`src/rtl/id_hazard_ctl.sv`:
```
// ID-stage interlock: shift-register scoreboard of in-flight destination
// registers, RAW/syscall stall generation and a saturating stall counter.
// Ports: clk_i/clr_i (sync active-high clear); ID-stage inputs (id_valid_i,
//   read{1,2}_num_i/_en_i, dest_en_i/dest_num_i, is_syscall_i, flush_i);
//   outputs stall_o, busy_o, drain_o, stall_count_o[31:0].
module id_hazard_ctl #(
  parameter int DEPTH = 3
) (
  input  logic        clk_i,
  input  logic        clr_i,
  input  logic        id_valid_i,
  input  logic [4:0]  read1_num_i,
  input  logic [4:0]  read2_num_i,
  input  logic        read1_en_i,
  input  logic        read2_en_i,
  input  logic        dest_en_i,
  input  logic [4:0]  dest_num_i,
  input  logic        is_syscall_i,
  input  logic        flush_i,
  output logic        stall_o,
  output logic        busy_o,
  output logic        drain_o,
  output logic [31:0] stall_count_o
);

  typedef enum logic {ST_RUN = 1'b0, ST_DRAIN = 1'b1} state_e;

  state_e            state_q;
  logic [DEPTH-1:0]  slot_v_q, slot_v_d;
  logic [4:0]        slot_num_q [DEPTH];
  logic [4:0]        slot_num_d [DEPTH];
  logic [31:0]       stall_count_q, stall_count_d;

  logic hit1, hit2, raw, sys_wait, issue;

  assign busy_o  = |slot_v_q;
  assign drain_o = (state_q == ST_DRAIN);

  // Register 0 is hardwired, so reads of it never depend on an in-flight write.
  always_comb begin
    hit1 = 1'b0;
    hit2 = 1'b0;
    for (int i = 0; i < DEPTH; i++) begin
      if (slot_v_q[i] && (slot_num_q[i] == read1_num_i)) hit1 = 1'b1;
      if (slot_v_q[i] && (slot_num_q[i] == read2_num_i)) hit2 = 1'b1;
    end
    hit1 = hit1 && read1_en_i && (read1_num_i != 5'd0);
    hit2 = hit2 && read2_en_i && (read2_num_i != 5'd0);
  end

  assign raw      = id_valid_i && (hit1 || hit2);
  // A syscall waits for every older write; this covers DRAIN as well since
  // DRAIN is only held while the scoreboard is non-empty.
  assign sys_wait = id_valid_i && is_syscall_i && busy_o;
  // flush and clr both override any hazard.
  assign stall_o  = !clr_i && !flush_i && (raw || sys_wait);
  assign issue    = id_valid_i && !stall_o && !flush_i;

  // Scoreboard shift: the oldest slot drops out in the cycle its write lands.
  always_comb begin
    slot_v_d   = slot_v_q;
    slot_num_d = slot_num_q;
    for (int i = DEPTH - 1; i > 0; i--) begin
      slot_v_d[i]   = slot_v_q[i-1];
      slot_num_d[i] = slot_num_q[i-1];
    end
    slot_v_d[0]   = issue && dest_en_i && (dest_num_i != 5'd0);
    slot_num_d[0] = dest_num_i;
  end

  always_comb begin
    stall_count_d = stall_count_q;
    if (stall_o && (stall_count_q != 32'hFFFF_FFFF)) begin
      stall_count_d = stall_count_q + 32'd1;
    end
  end

  always_ff @(posedge clk_i) begin
    if (clr_i) begin
      slot_v_q      <= '0;
      stall_count_q <= '0;
      for (int i = 0; i < DEPTH; i++) slot_num_q[i] <= 5'd0;
    end else begin
      slot_v_q      <= slot_v_d;
      slot_num_q    <= slot_num_d;
      stall_count_q <= stall_count_d;
    end
  end

  // Syscall serializer. A flushed syscall abandons the drain.
  always_ff @(posedge clk_i) begin
    if (clr_i) begin
      state_q <= ST_RUN;
    end else begin
      case (state_q)
        ST_RUN:   if (id_valid_i && is_syscall_i && busy_o && !flush_i) state_q <= ST_DRAIN;
        ST_DRAIN: if (!busy_o || flush_i) state_q <= ST_RUN;
        default:  state_q <= ST_RUN;
      endcase
    end
  end

  assign stall_count_o = stall_count_q;

endmodule

```
`config.mk`:
```
export PLATFORM = sky130hd
export DESIGN_NAME = id_hazard_ctl
export DESIGN_NICKNAME = d
export VERILOG_FILES = /design/src/rtl/id_hazard_ctl.sv
export SDC_FILE = /design/constraint.sdc
export NUM_CORES = 1
export LEC_CHECK = 0
export CORE_MARGIN = 8
export CORE_UTILIZATION = 46
export DETAILED_ROUTE_END_ITERATION = 7
export GPL_TIMING_DRIVEN = 1
export HOLD_SLACK_MARGIN = 0.1
export PLACE_DENSITY_LB_ADDON = 0.3
export SETUP_SLACK_MARGIN = 0.2
export SLEW_MARGIN = 20
export SYNTH_ARGS = -nofsm -noshare
export SYNTH_HDL_FRONTEND = slang
export SYNTH_SLANG_ARGS = --single-unit
```
`constraint.sdc`:
```
create_clock -name clk_i -period 2.6 [get_ports clk_i]
set_input_delay 0.78 -clock clk_i [delete_from_list [all_inputs] [get_ports clk_i]]
set_output_delay 0.78 -clock clk_i [all_outputs]
set_load 0.01 [all_outputs]
```
Yosys cells after proc, flatten, opt, wreduce, memory -nomap -nowiden:

Cells that the tools add are included.

* add/sub/neg operators: 1
* equal/unequal tests: 7
* multiplexer cells: 9
* bitwise operators: 1
* reduce and logical (&&, ||, !) cells: 32

Operators with widths (count)
* adder 32 x 1 -> 32 bit, second input constant: 1
* inequality test 32 bit, second input constant: 1
* == test 5 bit: 6
* logical AND 1 bit: 21
* nonzero test 5 bit: 3
* two-way mux 1 bit: 8
* logical NOT 1 bit: 4
* logical OR 1 bit: 3
* OR reduction 3 bit: 1
* one-hot mux 1 bit (2 select lines): 1
* inverter 1 bit: 1

* bits in registers: 51
* input port bits: 23
* output and inout bits: 35
* logic and storage cells: 56

Depth between registers and ports, before layout:

* word-level depth: 16
* gate-level depth with buffers: 10
* depth with buffers taken out: 8

Worst setup path after synthesis:

Ideal clock, no wire load.

* kind: input port to output port
* start: input port read1_num_i[1]
* end: output port stall_o
* arrival: 1936 ps
* required time: 1820 ps
* setup slack: -116 ps
* stages: 6
* path buffers: 0
* path through: or4_1 > o21ai_2 > nor3_1 > a21oi_2 > o211a_4 > inv_2

* longest elaborated chain between the ends: 11
* elaborated cells between the ends (all ways): 16
* classes of those cells: 3 x eq/ne; 3 x mux; 10 x reduce/logical

RTL lines
* from (decl): RTL line 12 `input logic [4:0] read1_num_i,`
* == test 5 bit: RTL line 44 `if (slot_v_q[i] && (slot_num_q[i] == read1_num_i)) hit1 = 1'b1;`
* logical AND 1 bit: RTL line 44
* two-way mux 1 bit (3 in a row): RTL line 44
* logical AND 1 bit: RTL line 47 `hit1 = hit1 && read1_en_i && (read1_num_i != 5'd0);`
* logical AND 1 bit (*): RTL line 47
* logical OR 1 bit (*): RTL line 51 `assign raw = id_valid_i && (hit1 || hit2);`
* logical AND 1 bit (*): RTL line 51
* logical OR 1 bit (*): RTL line 56 `assign stall_o = !clr_i && !flush_i && (raw || sys_wait);`
* logical AND 1 bit (*): RTL line 56
* to (decl): RTL line 20 `output logic stall_o,`

Every way passes the cells marked *; elsewhere a longest branch is shown, timed or not.

Worst setup path in the final report:

* start: input port read2_num_i[1]
* end: register stall_count_q[22], in the netlist stall_count_o[22]

* longest elaborated chain between the ends: 12
* elaborated cells between the ends (all ways): 17
* classes of those cells: 3 x eq/ne; 3 x mux; 11 x reduce/logical

RTL lines
* from (decl): RTL line 13 `input logic [4:0] read2_num_i,`
* == test 5 bit: RTL line 45 `if (slot_v_q[i] && (slot_num_q[i] == read2_num_i)) hit2 = 1'b1;`
* logical AND 1 bit: RTL line 45
* two-way mux 1 bit (3 in a row): RTL line 45
* logical AND 1 bit: RTL line 48 `hit2 = hit2 && read2_en_i && (read2_num_i != 5'd0);`
* logical AND 1 bit (*): RTL line 48
* logical OR 1 bit (*): RTL line 51
* logical AND 1 bit (*): RTL line 51
* logical OR 1 bit (*): RTL line 56
* logical AND 1 bit (*): RTL line 56
* logical AND 1 bit (*): RTL line 73 `if (stall_o && (stall_count_q != 32'hFFFF_FFFF)) begin`
* to (signal assigned): RTL line 86 `stall_count_q <= stall_count_d;`
* to (decl): RTL line 32 `logic [31:0] stall_count_q, stall_count_d;`

Marks and branches as above.
A chain may end at the register's enable or synchronous reset.

==> results.cfg <==
[clocking]
clk_pin_slew_worst_paths_ns = 0.10
worstSkewPairLatency_ns = 0.30
numCtsBuffers = 5
clk_path_buf_depth = 2
hold_buffers = 0
cts-root-buf = clkbuf_8
clock-sinks = 51
cts_max_level = 2
cts_tree = done

[logic_synthesis]
syn_area_per_cell_um2 = 9.15
yosys-top-cells-area = dfxtp_1 (37%), xor2_1 (6.3%), nor2b_1 (5.2%), nor4_1 (3.1%), xnor2_1 (3.1%)
synth_cell_types = 47
ys.warnings.count = 0
postSynthNetCount = 328
ys_ff_latch = 51
synthAdderAreaFrac_pct = 0.450
synthXorXnorAreaFrac_pct = 9.44
synth_simple_gate_area_share_pct = 31.4
synth-compound-area-share_pct = 14.3
synth_top_family_by_area = simple AND/OR/NAND/NOR gates
synth_edf_count = 0
synth_ff_type = dfxtp_1
syn_inst = 304
synth_area_leader_cell = dfxtp_1
ys_async_sr_fraction_pct = 0
syn_area_um2 = 2780
synthMuxAreaShare_pct = 2.43
ys_seq_area_share_pct = 36.7
yosysTopAreaCellShare_pct = 36.7

[sta]
setup_viol = 31
slew_headroom_pct = 66.5
worst_pin_slew_ns = 0.503
fmax_mhz = 331
maxSlewViolCount = 0
min_period_over_period_pct = 116
setup_slack_ns = -0.426
finalHoldViolCount = 0
rsz0062_at_grt = true
skew_ns = 0.00864
period_needed_ns = 3.03

[global_route]
grt_use_total_pct = 17.0
antenna_found_initial = 0
grt_overflow = 0
grt_pass1_vias = 2463
grt_pass1_wl_um = 12300
grt_max_degree = 52

[run]
timing.max_cap.violations = 0

[pwr]
p_leak_nw = 1.50
p_total_mw = 1.50
power_frac_comb_pct = 10.2
powerDensity_nw_per_um2 = 363
power.switching_mw = 0.347
seqPwrFrac_pct = 53.4
p_sw_share_pct = 23.1
intPower_mw = 1.16
clkPwrFrac_pct = 36.3
vdd_drop_max_v = 0.000280

[critical_path]
endpoint_kind = register
arrival_ns = 3.26
cp-start-kind = input port
cp.required_ns = 2.83
crit_start = read2_num_i[1]
crit_path_max_fanout = 7
crit_type = in -> reg
reg2reg_from = slot_num_d[1]

[finish]
final_area_um2 = 4140
area_delta_synth_final_pct = 48.6
layout_common_cells = dfxtp_1 (51), clkdlybuf4s50_1 (45), nor2b_1 (23), buf_4 (23)
multiInputGateArea_um2 = 1900
mostFrequentLayoutCell = dfxtp_1
diodes = 0
nNetsFinal = 416
utilization_pct = 70.3
seqCellArea_um2 = 1020
drive_gt1_share_pct = 28.6
n_fill_cell = 442

[floorplan]
fp.dieArea_um2 = 8790
die_height_um = 93.8
core-area_um2 = 5890
fp-row-count = 28
start_util_pct = 47.3
io-pin-count = 58
die_x_um = 93.8

[hold_path]
worstHoldStart = slot_num_d[9]
min_path_type = reg -> reg

[drt]
postRouteAntennaNets = 0
drc_errors = 0
routedWlPerCell_um = 19.4
drtIter0Drc = 168
viasPerCell = 6.00
route.vias.total = 2803
first_pass_iters = 5
wl_um = 9080

[run_status]
status = complete, but fails checks
failed_checks = negative setup slack

[placement]
placed_area_um2 = 3570
finalWeightedCongestion = 0.875
dp_hpwl_um = 5310
io_buffers = 57
critical path: stages:
cell and delay, ns:
buf_2 0.11, buf_6 0.12, xor2_2 0.14, nor4_1 0.33, and3_1 0.27, o31ai_2 0.10
o211a_4 0.17, buf_4 0.14, buf_6 0.12, buf_8 0.13, buf_12 0.14, or4_1 0.52
a21oi_1 0.18
registers in the layout (all words and copies together) (netlist names):
name           cells
drain_o            1
slot_num_d        10
slot_num_q         5
slot_v_q           3
stall_count_o     32
cell families (layout without fill, tap and decap cells):
kind of cell | count (synthesis) | after routing
xor gates and xnor gates | 30 | 30
AOI/OAI and AO/OA | 57 | 57
adders and majority gates | 1 | 1
DFF | 51 | 51
muxes | 6 | 6
and+or+nand+nor | 140 | 140
buffers and inverters | 19 | 107
power by group through the flow:
stage / sequential [mW] / combinational [mW] / clock (mW)
finish: 0.803 / 0.154 / 0.546
global placement: 0.820 / 0.138 / 0
detailed placement: 0.820 / 0.139 / 0
floorplan: 0.817 / 0.0638 / 0
CTS: 0.802 / 0.139 / 0.550
global route: 0.804 / 0.166 / 0.582
final cells by class:
cell class	count	area share, %
Clock buffer	6	1.75
Clock inverter	1	0.726
Inverter	2	0.242
Multi-Input combinational cell	234	46.1
Sequential cell	51	24.7
Tap cell	75	2.27
Timing Repair Buffer	98	24.3
metrics by stage:
stage | TNS [ns] | hold WS, ns | worst slack [ns] | cells
finish | -7.34 | 0.511 | -0.426 | 467
global route | -8.89 | 0.528 | -0.462 | 467
CTS | -1.83 | 0.512 | -0.356 | 453
detailed placement | -20.63 | 0.494 | -1.05 | 445
global placement | -19.68 | 0.487 | -1.04 | 445
floorplan | -0.0924 | 0.460 | -0.0924 | 304
final timing paths:
check                           end  slack [ns]  depth (start not counted)
hold / removal        slot_num_d[4]        0.51                          1
setup reg to reg  stall_count_o[22]       -0.12                         11
setup / recovery  stall_count_o[22]       -0.43                         13
hold reg to reg       slot_num_d[4]        0.51                          1
timing repair:
action	CTS	global route
cloned	0	7
endpoints found under the setup margin	34	33
gates resized for setup	43	61
pin swaps	12	30
hold endpoints to repair	0	0
setup buffers	1	7
per-layer routing:
layer	vias to the layer above	global-route usage, %	part of all wire [%]
met5	-	0	0
li1	1316	-	-
met3	6	4.48	7.5
met4	0	4.10	0.91
met2	107	26.4	48
met1	1374	22.6	43
synthesized netlist by cell type, drive strengths merged (7+ instances only):
cell type and instances:
and3 14, nor3 7, xnor2 10, xor2 20, clkbuf 8, o21ai 11, nor4 15, or3 8
nor2b 23, buf 9, dfxtp 51, a21oi 18, or4 10, nand3 14, nand4 13, nor2 12
nand2 12
Power figures use the tool's default switching activity.
